--- src/rtl/alu_control_unit_if.sv ---
// ROM fetch handshake and ALU/datapath control bundle for the nibble processor control unit.
// The master modport is the control unit; the slave modport is the ROM/ALU/datapath side.
interface alu_control_unit_if;
    logic       fetch_req;
    logic       rom_valid;
    logic [3:0] opcode;
    logic       alu_c;
    logic       alu_z;
    logic [2:0] alu_f;
    logic [1:0] bus_src;
    logic       acc_we;
    logic       mem_we;
    logic       out_we;
    logic       pc_inc;
    logic       pc_load;

    modport master (
        output fetch_req, alu_f, bus_src, acc_we, mem_we, out_we, pc_inc, pc_load,
        input  rom_valid, opcode, alu_c, alu_z
    );

    modport slave (
        input  fetch_req, alu_f, bus_src, acc_we, mem_we, out_we, pc_inc, pc_load,
        output rom_valid, opcode, alu_c, alu_z
    );
endinterface

--- src/rtl/alu_control_unit.sv ---
// FETCH/EXEC control unit for the 4-bit nibble processor, with registered C/Z flags.
// Define ALU_CTRL_HALT_EN to give opcode F a HALT state left via resume; otherwise F is a NOP.
module alu_control_unit #(
    parameter int FETCH_TIMEOUT = 15
) (
    input  logic                clk,
    input  logic                rst_n,
    alu_control_unit_if.master  bus,
    output logic                flag_c,
    output logic                flag_z,
    output logic                phase,
    output logic                halted,
    input  logic                resume,
    output logic                fetch_err,
    input  logic                err_clr
);

`ifdef ALU_CTRL_HALT_EN
    typedef enum logic [1:0] {S_FETCH, S_EXEC, S_HALT} state_t;
`else
    typedef enum logic {S_FETCH, S_EXEC} state_t;
`endif

    localparam logic [7:0] TIMEOUT_LAST = 8'(FETCH_TIMEOUT - 1);

    state_t     state, next_state;
    logic [3:0] op_reg;
    logic [7:0] tcnt;
    logic       flag_wr;
    logic       jump, taken, halt_entry;
    logic       timeout_hit;
    logic       fetch_req, acc_we, mem_we, out_we, pc_inc, pc_load;
    logic [2:0] alu_f;
    logic [1:0] bus_src;

`ifndef ALU_CTRL_HALT_EN
    logic resume_unused;
    assign resume_unused = resume;
`endif

    assign timeout_hit = (state == S_FETCH) && !bus.rom_valid && (tcnt == TIMEOUT_LAST);

    always_ff @(posedge clk or negedge rst_n) begin
        if (!rst_n) begin
            state     <= S_FETCH;
            op_reg    <= 4'h0;
            flag_c    <= 1'b0;
            flag_z    <= 1'b0;
            fetch_err <= 1'b0;
            tcnt      <= 8'd0;
        end else begin
            state <= next_state;
            if (state == S_FETCH) begin
                if (bus.rom_valid) begin
                    op_reg <= bus.opcode;
                    tcnt   <= 8'd0;
                end else if (timeout_hit) begin
                    tcnt   <= 8'd0;
                end else begin
                    tcnt   <= tcnt + 8'd1;
                end
            end
            if (flag_wr) begin
                flag_c <= bus.alu_c;
                flag_z <= bus.alu_z;
            end
            // A timeout in the same cycle as err_clr keeps the error visible.
            if (timeout_hit)
                fetch_err <= 1'b1;
            else if (err_clr)
                fetch_err <= 1'b0;
        end
    end

    always_comb begin
        next_state = state;
        fetch_req  = 1'b0;
        alu_f      = 3'b000;
        bus_src    = 2'b00;
        acc_we     = 1'b0;
        mem_we     = 1'b0;
        out_we     = 1'b0;
        pc_inc     = 1'b0;
        pc_load    = 1'b0;
        phase      = 1'b0;
        halted     = 1'b0;
        flag_wr    = 1'b0;
        jump       = 1'b0;
        taken      = 1'b0;
        halt_entry = 1'b0;
        case (state)
            S_FETCH: begin
                fetch_req = 1'b1;
                if (bus.rom_valid)
                    next_state = S_EXEC;
            end
            S_EXEC: begin
                phase      = 1'b1;
                next_state = S_FETCH;
                case (op_reg)
                    4'h1: begin jump = 1'b1; taken = flag_c;  end
                    4'h2: begin jump = 1'b1; taken = !flag_c; end
                    4'h9: begin jump = 1'b1; taken = flag_z;  end
                    4'hC: begin jump = 1'b1; taken = !flag_z; end
                    4'h3: begin alu_f = 3'b001; bus_src = 2'b01; flag_wr = 1'b1; end
                    4'h4: begin alu_f = 3'b001; bus_src = 2'b10; flag_wr = 1'b1; end
                    4'h5: begin alu_f = 3'b010; bus_src = 2'b01; acc_we = 1'b1; flag_wr = 1'b1; end
                    4'h6: begin alu_f = 3'b010; bus_src = 2'b11; acc_we = 1'b1; flag_wr = 1'b1; end
                    4'h7: begin alu_f = 3'b010; bus_src = 2'b10; acc_we = 1'b1; flag_wr = 1'b1; end
                    4'h8: mem_we = 1'b1;
                    4'hA: begin alu_f = 3'b011; bus_src = 2'b01; acc_we = 1'b1; flag_wr = 1'b1; end
                    4'hB: begin alu_f = 3'b011; bus_src = 2'b10; acc_we = 1'b1; flag_wr = 1'b1; end
                    4'hD: begin alu_f = 3'b100; bus_src = 2'b01; acc_we = 1'b1; flag_wr = 1'b1; end
                    4'hE: out_we = 1'b1;
`ifdef ALU_CTRL_HALT_EN
                    4'hF: begin halt_entry = 1'b1; next_state = S_HALT; end
`endif
                    default: ;
                endcase
                pc_load = jump && taken;
                pc_inc  = !(jump && taken) && !halt_entry;
            end
`ifdef ALU_CTRL_HALT_EN
            S_HALT: begin
                phase  = 1'b1;
                halted = 1'b1;
                if (resume) begin
                    pc_inc     = 1'b1;
                    next_state = S_FETCH;
                end
            end
`endif
            default: next_state = S_FETCH;
        endcase
    end

    assign bus.fetch_req = fetch_req;
    assign bus.alu_f     = alu_f;
    assign bus.bus_src   = bus_src;
    assign bus.acc_we    = acc_we;
    assign bus.mem_we    = mem_we;
    assign bus.out_we    = out_we;
    assign bus.pc_inc    = pc_inc;
    assign bus.pc_load   = pc_load;

endmodule
--- src/flat_wrapper.sv ---
// flat-port wrapper written by rule: the top's interface ports become plain ports
module alu_control_unit_flat 
#(
    parameter int FETCH_TIMEOUT = 15
)
  (clk, rst_n, flag_c, flag_z, phase, halted, resume, fetch_err, err_clr, bus_fetch_req, bus_alu_f, bus_bus_src, bus_acc_we, bus_mem_we, bus_out_we, bus_pc_inc, bus_pc_load, bus_rom_valid, bus_opcode, bus_alu_c, bus_alu_z);
  alu_control_unit_if bus_i ();
  input  logic clk;
  input  logic rst_n;
  output logic flag_c;
  output logic flag_z;
  output logic phase;
  output logic halted;
  input  logic resume;
  output logic fetch_err;
  input  logic err_clr;
  output wire logic [$bits(bus_i.fetch_req)-1:0] bus_fetch_req;
  output wire logic [$bits(bus_i.alu_f)-1:0] bus_alu_f;
  output wire logic [$bits(bus_i.bus_src)-1:0] bus_bus_src;
  output wire logic [$bits(bus_i.acc_we)-1:0] bus_acc_we;
  output wire logic [$bits(bus_i.mem_we)-1:0] bus_mem_we;
  output wire logic [$bits(bus_i.out_we)-1:0] bus_out_we;
  output wire logic [$bits(bus_i.pc_inc)-1:0] bus_pc_inc;
  output wire logic [$bits(bus_i.pc_load)-1:0] bus_pc_load;
  input wire logic [$bits(bus_i.rom_valid)-1:0] bus_rom_valid;
  input wire logic [$bits(bus_i.opcode)-1:0] bus_opcode;
  input wire logic [$bits(bus_i.alu_c)-1:0] bus_alu_c;
  input wire logic [$bits(bus_i.alu_z)-1:0] bus_alu_z;
  assign bus_fetch_req = bus_i.fetch_req;
  assign bus_alu_f = bus_i.alu_f;
  assign bus_bus_src = bus_i.bus_src;
  assign bus_acc_we = bus_i.acc_we;
  assign bus_mem_we = bus_i.mem_we;
  assign bus_out_we = bus_i.out_we;
  assign bus_pc_inc = bus_i.pc_inc;
  assign bus_pc_load = bus_i.pc_load;
  assign bus_i.rom_valid = bus_rom_valid;
  assign bus_i.opcode = bus_opcode;
  assign bus_i.alu_c = bus_alu_c;
  assign bus_i.alu_z = bus_alu_z;
  alu_control_unit #(.FETCH_TIMEOUT(FETCH_TIMEOUT)) u_core (.clk(clk), .rst_n(rst_n), .bus(bus_i), .flag_c(flag_c), .flag_z(flag_z), .phase(phase), .halted(halted), .resume(resume), .fetch_err(fetch_err), .err_clr(err_clr));
endmodule
--- config.mk ---
export PLATFORM = sky130hd
export DESIGN_NAME = alu_control_unit_flat
export DESIGN_NICKNAME = d
export VERILOG_FILES = /design/src/rtl/alu_control_unit_if.sv /design/src/rtl/alu_control_unit.sv /design/src/flat_wrapper.sv
export SDC_FILE = /design/constraint.sdc
export NUM_CORES = 1
export LEC_CHECK = 0
export ABC_AREA = 1
export CAP_MARGIN = 5
export CORE_UTILIZATION = 42
export DETAILED_ROUTE_END_ITERATION = 10
export GPL_ROUTABILITY_DRIVEN = 0
export GPL_TIMING_DRIVEN = 0
export PLACE_DENSITY = 0.74
export RECOVER_POWER = 50
export SYNTH_ARGS = -nofsm -noshare
export SYNTH_HDL_FRONTEND = slang
export SYNTH_SLANG_ARGS = --single-unit
--- constraint.sdc ---
create_clock -name clk -period 1.4 [get_ports clk]
set_clock_uncertainty 0.2 [all_clocks]
set_input_delay 0.21 -clock clk [delete_from_list [all_inputs] [get_ports clk]]
set_output_delay 0.21 -clock clk [all_outputs]
set_load 0.01 [all_outputs]
Word level (Yosys, flattened, before mapping):

Index checks and enable logic that the tools add are counted.

* bits in registers: 16
* output and inout bits: 16
* word-level logic and storage cells: 66
* input bits: 11

* bitwise operators: 1
* eq/ne operators: 15
* add/subtract/negate cells: 1
* muxes and demuxes: 26
* reductions and logical operators: 17

Operator list (number)
* equality test 4 bit, second input constant: 7
* 2-to-1 mux 1 bit: 18
* equality test 4 x 3 -> 1 bit, second input constant: 4
* 2-to-1 mux 8 bit: 2
* one-hot mux 3 bit (4 select lines): 1
* adder 8 x 1 -> 8 bit, second input constant: 1
* equality test 4 x 2 -> 1 bit, second input constant: 2
* equality test 8 x 4 -> 1 bit, second input constant: 1
* OR reduction 4 bit: 2
* OR reduction 8 bit: 1
* one-hot mux 2 bit (3 select lines): 1
* OR reduction 3 bit: 2
* OR reduction 6 bit: 1
* equality test 4 x 1 -> 1 bit, second input constant: 1
* logical NOT 1 bit: 4
* one-hot mux 1 bit (4 select lines): 1
* OR reduction 2 bit: 2
* logical AND 1 bit: 3
* 2-to-1 mux 3 bit: 1
* 2-to-1 mux 2 bit: 1
* one-hot mux 1 bit (2 select lines): 1
* AND reduction 2 bit: 1
* nonzero test 2 bit: 1
* inverter 1 bit: 1

Depth between registers and ports, before layout:

Gate-level depths: netlist of run 1.

* depth in word-level cells: 7
* gate-level depth with buffers: 8
* depth with buffers taken out: 8

Worst setup path before layout of run 1:

OpenSTA, ideal clock, no wires.

* path type: register to output
* start point: reg u_core.op_reg[1]
* end point: out bus_pc_load
* cell stages (with the launch flop): 5
* buffers on the path: 0
* path slack: -0.129 ns
* required time: 0.990 ns
* arrival time: 1.119 ns
* cells stage by stage: dfrtp_1 > nor2_2 > inv_2 > or3_4 > a21oi_2

* word-level cells in the longest chain between the ends: 6
* elaborated cells between the ends (all ways): 11
* classes of those cells: eq/ne (4); mux (5); reduce/logical (2)

Ends and longest elaborated chain
* from (decl): RTL line alu_control_unit.sv:27 `logic [3:0] op_reg;`
* from (signal assigned): RTL line alu_control_unit.sv:55 `op_reg <= bus.opcode;`
* equality test 4 x 1 -> 1 bit, or another cell as far along: RTL line alu_control_unit.sv:100 `case (op_reg)`
* OR reduction 4 bit (no line)
* 2-to-1 mux 1 bit: RTL line alu_control_unit.sv:100
* 2-to-1 mux 1 bit: RTL line alu_control_unit.sv:91 `case (state)`
* logical AND 1 bit (*): RTL line alu_control_unit.sv:120 `pc_load = jump && taken;`
* 2-to-1 mux 1 bit (*): RTL line alu_control_unit.sv:91
* to (decl): RTL line flat_wrapper.sv:24 `output wire logic [$bits(bus_i.pc_load)-1:0] bus_pc_load;`

Mark *: on every way between the ends. The rest lies on a longest branch, timed or not. The select of a mux whose other input is x is not followed.

Worst setup path in the final report of run 1:

* start point: reg u_core.op_reg[2]
* end point: out bus_alu_f[1]

* word-level cells in the longest chain between the ends: 4
* elaborated cells between the ends (all ways): 13
* classes of those cells: eq/ne (8); mux (2); reduce/logical (3)

Ends and longest elaborated chain
* equality test 4 x 3 -> 1 bit, or another cell as far along: RTL line alu_control_unit.sv:100
* OR reduction 3 bit (no line) or OR reduction 2 bit (tied branches)
* one-hot mux 3 bit (4 select lines) (*): RTL line alu_control_unit.sv:100
* 2-to-1 mux 3 bit (*): RTL line alu_control_unit.sv:91
* to (decl): RTL line flat_wrapper.sv:18 `output wire logic [$bits(bus_i.alu_f)-1:0] bus_alu_f;`

Mark *: on every way between the ends. The rest lies on a longest branch, timed or not.

==> flow_metrics.env, run 1 <==
export IMPL_total_power_mw=1.54
export IMPL_status="finished with violations"
export IMPL_worstRegToRegCells=12
export IMPL_crit_fanout=4
export IMPL_highest_delay_cell_along_the_critical_path="sky130_fd_sc_hd__dfrtp_1"
export IMPL_hp_class="in2async"
export IMPL_drt_first_pass_iters=4
export IMPL_start_util_pct=44.9
export IMPL_layout_nets=209
export IMPL_vias=1214
export IMPL_placement_io_buffers=24
export IMPL_layout_filler_cells=156
export IMPL_initial_antenna_violation_count=0
export IMPL_route_detailed_wl_per_inst_um=15.5
export IMPL_post_route_drc_count=0
export IMPL_met3RoutedLength_um=255
export IMPL_place_worst_setup_slack_ns=-0.687
export IMPL_antenna_left=0
export IMPL_largest_reg_flops=8
export IMPL_synthTopCellsByArea="sky130_fd_sc_hd__dfrtp_1 40%, sky130_fd_sc_hd__nand2_1 18%, sky130_fd_sc_hd__inv_1 6.0%"
export IMPL_design_area_um2=1640
export IMPL_layout_min_cycle_time_ns=2.05
export IMPL_cts_num_sinks=16
export IMPL_insertion_delay_of_the_later_clocked_pin_in_the_worst_skew_pair_ns=0.30
export IMPL_layout_cells_most_common_list="41 x sky130_fd_sc_hd__nand2_1, 19 x sky130_fd_sc_hd__buf_4, 11 x sky130_fd_sc_hd__inv_1, 11 x sky130_fd_sc_hd__dfrtp_1"
export IMPL_pwr_share_clk_pct=21.3
export IMPL_placed_cell_area_um2=1300
export IMPL_timing_final_max_slew_violations=0
export IMPL_drt_first_iter_violations=55
export IMPL_synth_cell_type_count=27
export IMPL_tritoncts="built"
export IMPL_critical_path_reg2reg_endpoint="u_core.flag_z"
export IMPL_final_common_cell="sky130_fd_sc_hd__nand2_1"
export IMPL_clockBufferDepth=2
export IMPL_layout_area_overhead_vs_synth_pct=63.2
export IMPL_grt_start_max_net_pins=17
export IMPL_rrSetupSlack_ns=-0.53
export IMPL_timing_critical_path_arrival_ns=1.64
export IMPL_detailedPlacementHpwl_um=1780
export IMPL_synthesis_instances=144
export IMPL_die_boundary_height_um=50.9
export IMPL_power_per_cell_area_nw_per_um2=944
export IMPL_die_area_um2=2590
export IMPL_post_route_cells_drive_above_1_share_pct=49.2
export IMPL_routed_wirelength_um=3460
export IMPL_synth_area_um2=1000
export IMPL_violations="setup timing"
export IMPL_power_static_leakage_nw=0.804
export IMPL_worst_r2r_startpoint="u_core.op_reg[2]"
export IMPL_setup_worst_path_end_class="output pin"
export IMPL_switching_share_pct=37.9
export IMPL_hold_viol=0
export IMPL_grt_pass1_vias=1117
export IMPL_io_pins=27
export IMPL_routed_met1_length_um=1280
export IMPL_slew_limit_headroom_pct=50.5
export IMPL_max_cap_violations=0
export IMPL_final_min_period_over_clock_period_pct=146
export IMPL_antennaDiodeCount=0
export IMPL_post_synth_top_area_fraction_pct=40.0
export IMPL_cp_start_kind="flip-flop"
export IMPL_post_cts_hold_buffer_count=0
export IMPL_chipWidth_um=50.9
export IMPL_timing_fmax_mhz=488
export IMPL_postLayoutSetupSlackWorst_ns=-0.649
export IMPL_critical_path_n_buffers_inverters=3
export IMPL_pwr_share_comb_pct=40.0
export IMPL_worst_endpoint_required_ns=0.99
export IMPL_met2_wirelength_um=1740
export IMPL_multi_input_comb_area_um2=669
export IMPL_clock_root_buffer="sky130_fd_sc_hd__clkbuf_4"
export IMPL_portion_of_total_power_attributed_to_sequential_cells_pct=38.6
export IMPL_final_instance_count_excl_fill=223
export IMPL_critical_path_cell_sequence="inv_2, nand2_1, nor2_1, inv_1, a211oi_2, buf_2"
export IMPL_total_switching_power_mw=0.585
export IMPL_cell_internal_power_mw=0.958
export IMPL_grt_first_pass_wirelength_um=5310
export IMPL_cts_htree_levels=1
export IMPL_aggregate_global_routing_overflow=0
export IMPL_seq_area_frac_synth_pct=40.0
export IMPL_critical_setup_path_class="reg2out"
export IMPL_yosys_warnings=0
export IMPL_clock_slew_seen_by_the_registers_of_the_worst_setup_and_hold_paths_ns=0.11
export IMPL_tritoncts_num_buffers=3
export IMPL_core_rowCount=17
export IMPL_dr_max_layer_used="met4"
export IMPL_grt_setup_unrepaired="yes"
export IMPL_max_stage_delay_ns=0.47
export IMPL_worst_hold_margin_ns=0.203
export IMPL_postSynthRegisterBits=16
export IMPL_worst_slew_pin_transition_ns=0.740
export IMPL_final_seq_area_um2=407
export IMPL_synth_area_per_cell_um2=6.96
export IMPL_dpl_cell_count=196
export IMPL_critPathTopFamily="flip-flops"
export IMPL_cell_type_contributing_the_most_total_cell_area_after_synthesis="sky130_fd_sc_hd__dfrtp_1"
export IMPL_drt_vias_per_instance=5.44
export IMPL_final_setup_viol_count=22
export IMPL_ir_drop_mv=0.811
export IMPL_synthesis_nets=157
export IMPL_coreArea_um2=2230
export IMPL_grtUsageTotal_pct=28.4
-- power groups by stage --
stage | Sequential [mW] | Combinational (mW) | Clock, mW
finish | 0.596 | 0.618 | 0.329
global route | 0.600 | 0.665 | 0.351
CTS | 0.588 | 0.544 | 0.327
detailed placement | 0.589 | 0.402 | 0
global placement | 0.587 | 0.396 | 0
floorplan | 0.589 | 0.221 | 0
-- per-stage QoR --
step	util, %	TNS (ns)
CTS	69.2	-5.27
finish	73.2	-7.46
global placement	58.4	-6.78
detailed placement	58.4	-7.45
global route	73.2	-8.69
floorplan	-	-0.258
-- worst reg2reg max path, stage by stage, from the launching register on --
cell and delay (ns):
sky130_fd_sc_hd__dfrtp_1 0.47, sky130_fd_sc_hd__inv_2 0.12, sky130_fd_sc_hd__nand2_1 0.12, sky130_fd_sc_hd__nor2_1 0.19, sky130_fd_sc_hd__buf_4 0.14, sky130_fd_sc_hd__buf_4 0.10
sky130_fd_sc_hd__buf_4 0.09, sky130_fd_sc_hd__buf_4 0.09, sky130_fd_sc_hd__nor2_1 0.03, sky130_fd_sc_hd__nand2_1 0.11, sky130_fd_sc_hd__nand2_1 0.08, sky130_fd_sc_hd__nand2_1 0.06
sky130_fd_sc_hd__nand2_1 0.04
-- cells in the mapped netlist (all sizes together) --
cell and count:
a211oi 1, a21oi 4, a31oi 3, buf 1
clkbuf 2, conb 1, dfrtp 16, ha 2
inv 21, nand2 50, nand3 7, nand4 1
nor2 15, nor3 4, nor3b 1, o211ai 1
o21ai 10, o22ai 1, or3 1, xnor2 2
-- worst max path at each step --
stage | from | end | cells past startpoint
after detailed placement | u_core.op_reg[3] | bus_pc_load | 5
after global placement | u_core.op_reg[3] | bus_pc_load | 5
after floorplan | u_core.op_reg[1] | bus_pc_load | 4
after CTS | u_core.op_reg[1] | bus_pc_load | 5
final | u_core.op_reg[2] | bus_alu_f[1] | 6
after global routing | u_core.op_reg[2] | bus_bus_src[0] | 8
-- kinds of logic after synthesis --
kind of cell,after synthesis,share of synthesized area [%]
and+or+nand+nor,79,33.6
xor gates and xnor gates,2,1.75
AOI/OAI and AO/OA,20,12.5
DFF,16,39.9
buffers and inverters,24,9.36
other,1,0.374
adders and majority gates,2,2.50
-- area by class of cell --
class	count	area share [%]
Timing Repair Buffer	47	23.0
Sequential cell	16	24.9
Clock buffer	4	2.22
Multi-Input combinational cell	104	40.9
Buffer	3	1.68
Inverter	21	5.13
Tap cell	28	2.14
-- repair_timing --
item | 4_1_cts | 5_1_grt
resized for setup | 92 | 24
setup endpoints to repair | 26 | 29
cloned | 1 | 0
setup buffers | 18 | 4
pin swaps | 10 | 12
-- routing by layer --
| layer | vias to the layer above | track usage, % |
|---|---|---|
| met2 | 88 | 47.1 |
| li1 | 556 | - |
| met4 | 0 | 16.7 |
| met1 | 544 | 34.0 |
| met5 | - | 0 |
| met3 | 26 | 5.36 |
Power figures use the tool's default switching activity.
==> run 2, diff against run 1 <==
CORE_MARGIN = 3   (was default)
SETUP_SLACK_MARGIN = 0.3   (was default)
SLEW_MARGIN = 0   (was default)
==> run 2 against run 1 <==
Against the previous run: the run ends with hold timing, setup timing left; clock power is 2% lower; sequential share of layout area fell by 3.3 points; worst hold slack worse by 0.34 ns; non-clock buffer count rose by 17; critical path type unchanged.
==> flow_metrics.env, run 2 (synthesis gave the netlist of run 1 again) <==
export IMPL_status="finished with violations"
export IMPL_violations="hold timing, setup timing"
export IMPL_hold_viol=16
export IMPL_timing_critical_path_arrival_ns=1.65
export IMPL_worst_hold_margin_ns=-0.140
export IMPL_cts_htree_levels=1
export IMPL_placement_io_buffers=24
export IMPL_die_area_um2=3010
export IMPL_max_cap_violations=0
export IMPL_setup_tns_ns=-7.17
export IMPL_critical_path_cell_sequence="nor2_4, inv_2, or3_4, nand2_2, nor2_2, buf_2"
export IMPL_aggregate_global_routing_overflow=0
export IMPL_critical_path_n_buffers_inverters=2
export IMPL_antennaDiodeCount=0
export IMPL_power_per_cell_area_nw_per_um2=977
export IMPL_antenna_left=0
export IMPL_clockBufferDepth=2
export IMPL_placed_cell_area_um2=1330
export IMPL_ir_drop_mv=0.880
export IMPL_layout_min_cycle_time_ns=2.06
export IMPL_insertion_delay_of_the_later_clocked_pin_in_the_worst_skew_pair_ns=0.31
export IMPL_cp_start_kind="flip-flop"
export IMPL_grt_pass1_vias=1125
export IMPL_initial_antenna_violation_count=0
export IMPL_cell_internal_power_mw=1.14
export IMPL_grt_first_pass_wirelength_um=5300
export IMPL_die_boundary_height_um=54.9
export IMPL_route_detailed_wl_per_inst_um=18.6
export IMPL_final_common_cell="sky130_fd_sc_hd__nand2_1"
export IMPL_pwr_share_comb_pct=48.8
export IMPL_dpl_cell_count=196
export IMPL_postLayoutSetupSlackWorst_ns=-0.664
export IMPL_pwr_share_clk_pct=17.5
export IMPL_drt_first_pass_iters=4
export IMPL_highest_delay_cell_along_the_critical_path="sky130_fd_sc_hd__dfrtp_2"
export IMPL_vias=1345
export IMPL_coreArea_um2=2230
export IMPL_crit_fanout=4
export IMPL_tritoncts_num_buffers=3
export IMPL_chipWidth_um=54.9
export IMPL_clock_root_buffer="sky130_fd_sc_hd__clkbuf_4"
export IMPL_switching_share_pct=38.3
export IMPL_total_power_mw=1.85
export IMPL_routed_wirelength_um=4490
export IMPL_total_switching_power_mw=0.710
export IMPL_drt_first_iter_violations=62
export IMPL_final_min_period_over_clock_period_pct=147
export IMPL_critPathTopFamily="simple AND/OR/NAND/NOR gates"
export IMPL_largest_reg_flops=8
export IMPL_detailedPlacementHpwl_um=1780
export IMPL_timing_fmax_mhz=485
export IMPL_tritoncts="built"
export IMPL_clock_slew_seen_by_the_registers_of_the_worst_setup_and_hold_paths_ns=0.10
export IMPL_io_pins=27
export IMPL_design_area_um2=1900
export IMPL_layout_cells_most_common_list="35 x sky130_fd_sc_hd__nand2_1, 23 x sky130_fd_sc_hd__buf_4, 22 x sky130_fd_sc_hd__buf_6, 11 x sky130_fd_sc_hd__inv_2"
export IMPL_hp_class="in2async"
export IMPL_final_instance_count_excl_fill=241
export IMPL_setup_worst_path_end_class="output pin"
export IMPL_max_stage_delay_ns=0.46
export IMPL_cts_num_sinks=16
export IMPL_grt_setup_unrepaired="yes"
export IMPL_post_route_cells_drive_above_1_share_pct=60.6
export IMPL_final_setup_viol_count=23
export IMPL_drt_vias_per_instance=5.58
export IMPL_worst_slew_pin_transition_ns=0.740
export IMPL_worst_endpoint_required_ns=0.99
export IMPL_slew_limit_headroom_pct=50.6
export IMPL_power_static_leakage_nw=0.942
export IMPL_grtUsageTotal_pct=25.7
export IMPL_start_util_pct=44.9
export IMPL_core_rowCount=17
export IMPL_critical_setup_path_class="reg2out"
export IMPL_grt_start_max_net_pins=17
export IMPL_layout_nets=227
export IMPL_timing_final_max_slew_violations=0
export IMPL_post_route_drc_count=0
export IMPL_layout_area_overhead_vs_synth_pct=89.4
export IMPL_portion_of_total_power_attributed_to_sequential_cells_pct=33.7
[run 2: cell types whose count changed in the layout (fill, tap and decap cells not counted), moves of 3 or more]
cell,previous run,this run
sky130_fd_sc_hd__buf_6,6,22
sky130_fd_sc_hd__nand2_1,41,35
sky130_fd_sc_hd__nor2_4,3,8
sky130_fd_sc_hd__buf_4,19,23
sky130_fd_sc_hd__o21ai_0,4,0
sky130_fd_sc_hd__clkbuf_2,4,1
sky130_fd_sc_hd__inv_1,11,8
sky130_fd_sc_hd__nand2_2,7,10
sky130_fd_sc_hd__nand2_4,2,5
sky130_fd_sc_hd__nor2_1,7,4
sky130_fd_sc_hd__o21ai_1,2,5
[run 2: path summary, 6_finish.rpt]
path,cells after the start,endpoint,slack [ns],startpoint
max,6,bus_pc_inc,-0.66,u_core.op_reg[0]
min,1,u_core.tcnt[4],-0.14,rst_n
max reg2reg,13,u_core.flag_z,-0.52,u_core.op_reg[2]
min reg2reg,2,u_core.fetch_err,0.36,u_core.fetch_err
max in group asynchronous,1,u_core.op_reg[0],0.62,rst_n
min in group clk,3,u_core.op_reg[0],0.25,bus_opcode[0]
[run 2: cell type report]
class                      instances  area (um2)
clock buffer                       4        36.3
buffer                             3        27.5
multi-input combinational        105         741
timing repair buffer              64         566
fill                             119         335
sequential                        16         409
inverter                          21        83.8
tap                               28        35.0
[run 2: what timing repair did]
action | CTS | global route
endpoints found under the hold margin | 16 | 16
cloned | 2 | 0
gates resized for setup | 108 | 48
endpoints found under the setup margin | 31 | 30
pin swaps | 14 | 18
setup buffers | 24 | 15
[run 2: through the flow]
stage | utilization, % | setup WS [ns]
after floorplan | - | -0.0973
after global placement | 59.4 | -0.717
after detailed placement | 59.4 | -0.764
after CTS | 72.9 | -0.544
after global routing | 85.0 | -0.705
final | 85.0 | -0.664
[run 2: power groups by stage]
stage               sequential (mW)  clock [mW]  combinational [mW]
floorplan                     0.590           0               0.232
global placement              0.589           0               0.409
detailed placement            0.593           0               0.419
CTS                           0.598       0.319               0.629
global route                  0.631       0.355               0.952
finish                        0.626       0.324               0.905
[run 2: layer usage]
| metal | vias to the layer above | GRT usage (%) | wire (um) |
|---|---|---|---|
| met1 | 652 | 30.4 | 1720 |
| met3 | 22 | 7.90 | 340 |
| li1 | 590 | - | - |
| met4 | 0 | 12.4 | 203 |
| met5 | - | 0 | 0 |
| met2 | 81 | 41.9 | 2230 |
==> run 3, diff against run 2 <==
CORE_UTILIZATION = 55   (was 42)
DONT_BUFFER_PORTS = 1   (was default)
PLACE_DENSITY = 0.73   (was 0.74)
==> run 3 against run 2 <==
Against the previous run: the run still ends with hold timing, setup timing left; largest power group is now registers; clock power down 18%; utilization up 5.6 points; combinational power decreased by 47%; sequential cell count unchanged; wire length is 36% lower; sequential power about the same; first-iteration DRC count is 31% lower; total power fell by 26%; via count shrank 20%; global-route usage shrank 2.7 points; setup slack improved by 0.17 ns; fmax increased by 9.2%.
==> flow_metrics.env, run 3 (synthesis gave the netlist of run 1 again) <==
export IMPL_drt_first_pass_iters=4
export IMPL_place_worst_setup_slack_ns=-0.202
export IMPL_worst_slew_pin_transition_ns=0.835
export IMPL_worstRegToRegCells=9
export IMPL_largest_reg_flops=8
export IMPL_total_switching_power_mw=0.528
export IMPL_layout_min_cycle_time_ns=1.89
export IMPL_portion_of_total_power_attributed_to_sequential_cells_pct=45.6
export IMPL_highest_delay_cell_along_the_critical_path="sky130_fd_sc_hd__dfrtp_2"
export IMPL_layout_filler_cells=79
export IMPL_placement_io_buffers=0
export IMPL_max_cap_violations=0
export IMPL_timing_fmax_mhz=529
export IMPL_power_per_cell_area_nw_per_um2=941
export IMPL_timing_critical_path_arrival_ns=1.48
export IMPL_final_min_period_over_clock_period_pct=135
export IMPL_antenna_left=0
export IMPL_chipWidth_um=48.7
export IMPL_initial_antenna_violation_count=0
export IMPL_detailedPlacementHpwl_um=1640
export IMPL_tritoncts="built"
export IMPL_timing_final_max_slew_violations=0
export IMPL_post_route_drc_count=0
export IMPL_antennaDiodeCount=0
export IMPL_hold_viol=17
export IMPL_multi_input_comb_area_um2=682
export IMPL_slew_limit_headroom_pct=44.3
export IMPL_tritoncts_num_buffers=3
export IMPL_ir_drop_mv=0.866
export IMPL_worstSetupEndpoint="bus_pc_load"
export IMPL_drt_vias_per_instance=5.49
export IMPL_post_cts_hold_buffer_count=8
export IMPL_aggregate_global_routing_overflow=0
export IMPL_layout_cells_most_common_list="43 x sky130_fd_sc_hd__nand2_1, 12 x sky130_fd_sc_hd__buf_4, 11 x sky130_fd_sc_hd__inv_1"
export IMPL_io_pins=27
export IMPL_final_util_pct=90.6
export IMPL_post_route_cells_drive_above_1_share_pct=42.7
export IMPL_worst_hold_margin_ns=-0.228
export IMPL_coreArea_um2=1610
export IMPL_max_stage_delay_ns=0.45
export IMPL_postLayoutSetupSlackWorst_ns=-0.489
export IMPL_cts_htree_levels=1
export IMPL_grtUsageTotal_pct=23.0
export IMPL_clockBufferDepth=2
export IMPL_final_setup_viol_count=21
export IMPL_die_area_um2=2370
export IMPL_grt_first_pass_wirelength_um=4240
export IMPL_status="finished with violations"
export IMPL_pwr_share_clk_pct=19.4
export IMPL_final_seq_area_um2=410
export IMPL_cell_internal_power_mw=0.847
export IMPL_setup_worst_path_end_class="output pin"
export IMPL_cp_start_kind="flip-flop"
export IMPL_rrSetupSlack_ns=-0.18
export IMPL_layout_area_overhead_vs_synth_pct=45.7
export IMPL_start_util_pct=62.2
export IMPL_vias=1071
export IMPL_die_boundary_height_um=48.7
export IMPL_insertion_delay_of_the_later_clocked_pin_in_the_worst_skew_pair_ns=0.30
export IMPL_final_common_cell="sky130_fd_sc_hd__nand2_1"
export IMPL_worst_r2r_startpoint="u_core.op_reg[2]"
export IMPL_power_static_leakage_nw=0.676
export IMPL_layout_nets=185
export IMPL_worst_endpoint_required_ns=0.99
export IMPL_switching_share_pct=38.4
export IMPL_routed_wirelength_um=2880
export IMPL_cts_num_sinks=16
export IMPL_clock_slew_seen_by_the_registers_of_the_worst_setup_and_hold_paths_ns=0.10
export IMPL_setup_tns_ns=-4.89
export IMPL_grt_setup_unrepaired="yes"
export IMPL_pwr_share_comb_pct=35.0
export IMPL_grt_pass1_vias=924
export IMPL_violations="hold timing, setup timing"
export IMPL_critical_path_cell_sequence="nor2_4, inv_2, or3_4, a21oi_4"
export IMPL_hp_class="in2async"
export IMPL_grt_start_max_net_pins=17
export IMPL_drt_first_iter_violations=43
export IMPL_crit_fanout=4
export IMPL_core_rowCount=14
export IMPL_route_detailed_wl_per_inst_um=14.8
export IMPL_worstSetupStartpoint="u_core.op_reg[1]"
export IMPL_total_power_mw=1.37
export IMPL_critical_setup_path_class="reg2out"
export IMPL_critical_path_reg2reg_endpoint="u_core.flag_z"
export IMPL_clock_root_buffer="sky130_fd_sc_hd__clkbuf_4"
## run 3: changes by cell type in the layout (fill, tap and decap cells not counted), moves of 7 or more
cell	delta
sky130_fd_sc_hd__buf_6	-19
sky130_fd_sc_hd__buf_4	-11
sky130_fd_sc_hd__buf_2	-10
sky130_fd_sc_hd__clkdlybuf4s50_1	-8
sky130_fd_sc_hd__nand2_1	+8
sky130_fd_sc_hd__dlygate4sd3_1	+7
## run 3: through the flow
step                cells  hold slack, ns  cell area, um2
global route          195          -0.177            1460
CTS                   190         -0.0768            1370
global placement      168          -0.285            1080
finish                195          -0.228            1460
detailed placement    168          -0.285            1080
floorplan             144          -0.286            1050
## run 3: worst min path at each step
| stage | slack, ns | startpoint | to | depth (start not counted) |
|---|---|---|---|---|
| after floorplan | -0.29 | rst_n | u_core.fetch_err | 0 |
| after global placement | -0.29 | rst_n | u_core.tcnt[7] | 0 |
| after detailed placement | -0.29 | rst_n | u_core.tcnt[7] | 0 |
| after CTS | -0.08 | bus_rom_valid | u_core.state | 2 |
| after global routing | -0.18 | rst_n | u_core.flag_c | 1 |
| final | -0.23 | rst_n | u_core.flag_c | 1 |
## run 3: final cells by class
cell class,count,area share [%]
buffer,3,2.57
timing repair buffer,22,13.0
sequential,16,28.1
tap,24,2.06
clock buffer,4,1.80
inverter,21,5.74
multi-input combinational,105,46.7
## run 3: power groups by stage
| stage | registers (mW) | clock network (mW) | logic (mW) |
|---|---|---|---|
| 2_1_floorplan | 0.590 | 0 | 0.232 |
| 3_3_place_gp | 0.604 | 0 | 0.271 |
| 3_5_place_dp | 0.608 | 0 | 0.274 |
| 4_1_cts | 0.614 | 0.264 | 0.404 |
| 5_1_grt | 0.634 | 0.296 | 0.526 |
| 6_report | 0.627 | 0.266 | 0.482 |
## run 3: worst max-delay path, delay by kind of cell (launching register included)
kind                   cells  cell delay [ns]
AO/OA/AOI/OAI              1             0.16
buffers and inverters      1             0.07
flip-flops                 1             0.45
AND/OR/NAND/NOR            2             0.50
## run 3: timing repair
item,CTS,global route
pin swaps,15,13
setup endpoints to repair,30,46
cloned,1,1
hold endpoints to repair,24,17
buffers inserted,9,4
gates resized for setup,31,24
## run 3: metal layers
layer  track usage [%]  vias up  wire length [um]
met3              6.13        7               231
met5                 0        -                 0
met1              30.4      496              1170
li1                  -      513                 -
met4              8.06        0                61
met2              36.2       55              1410
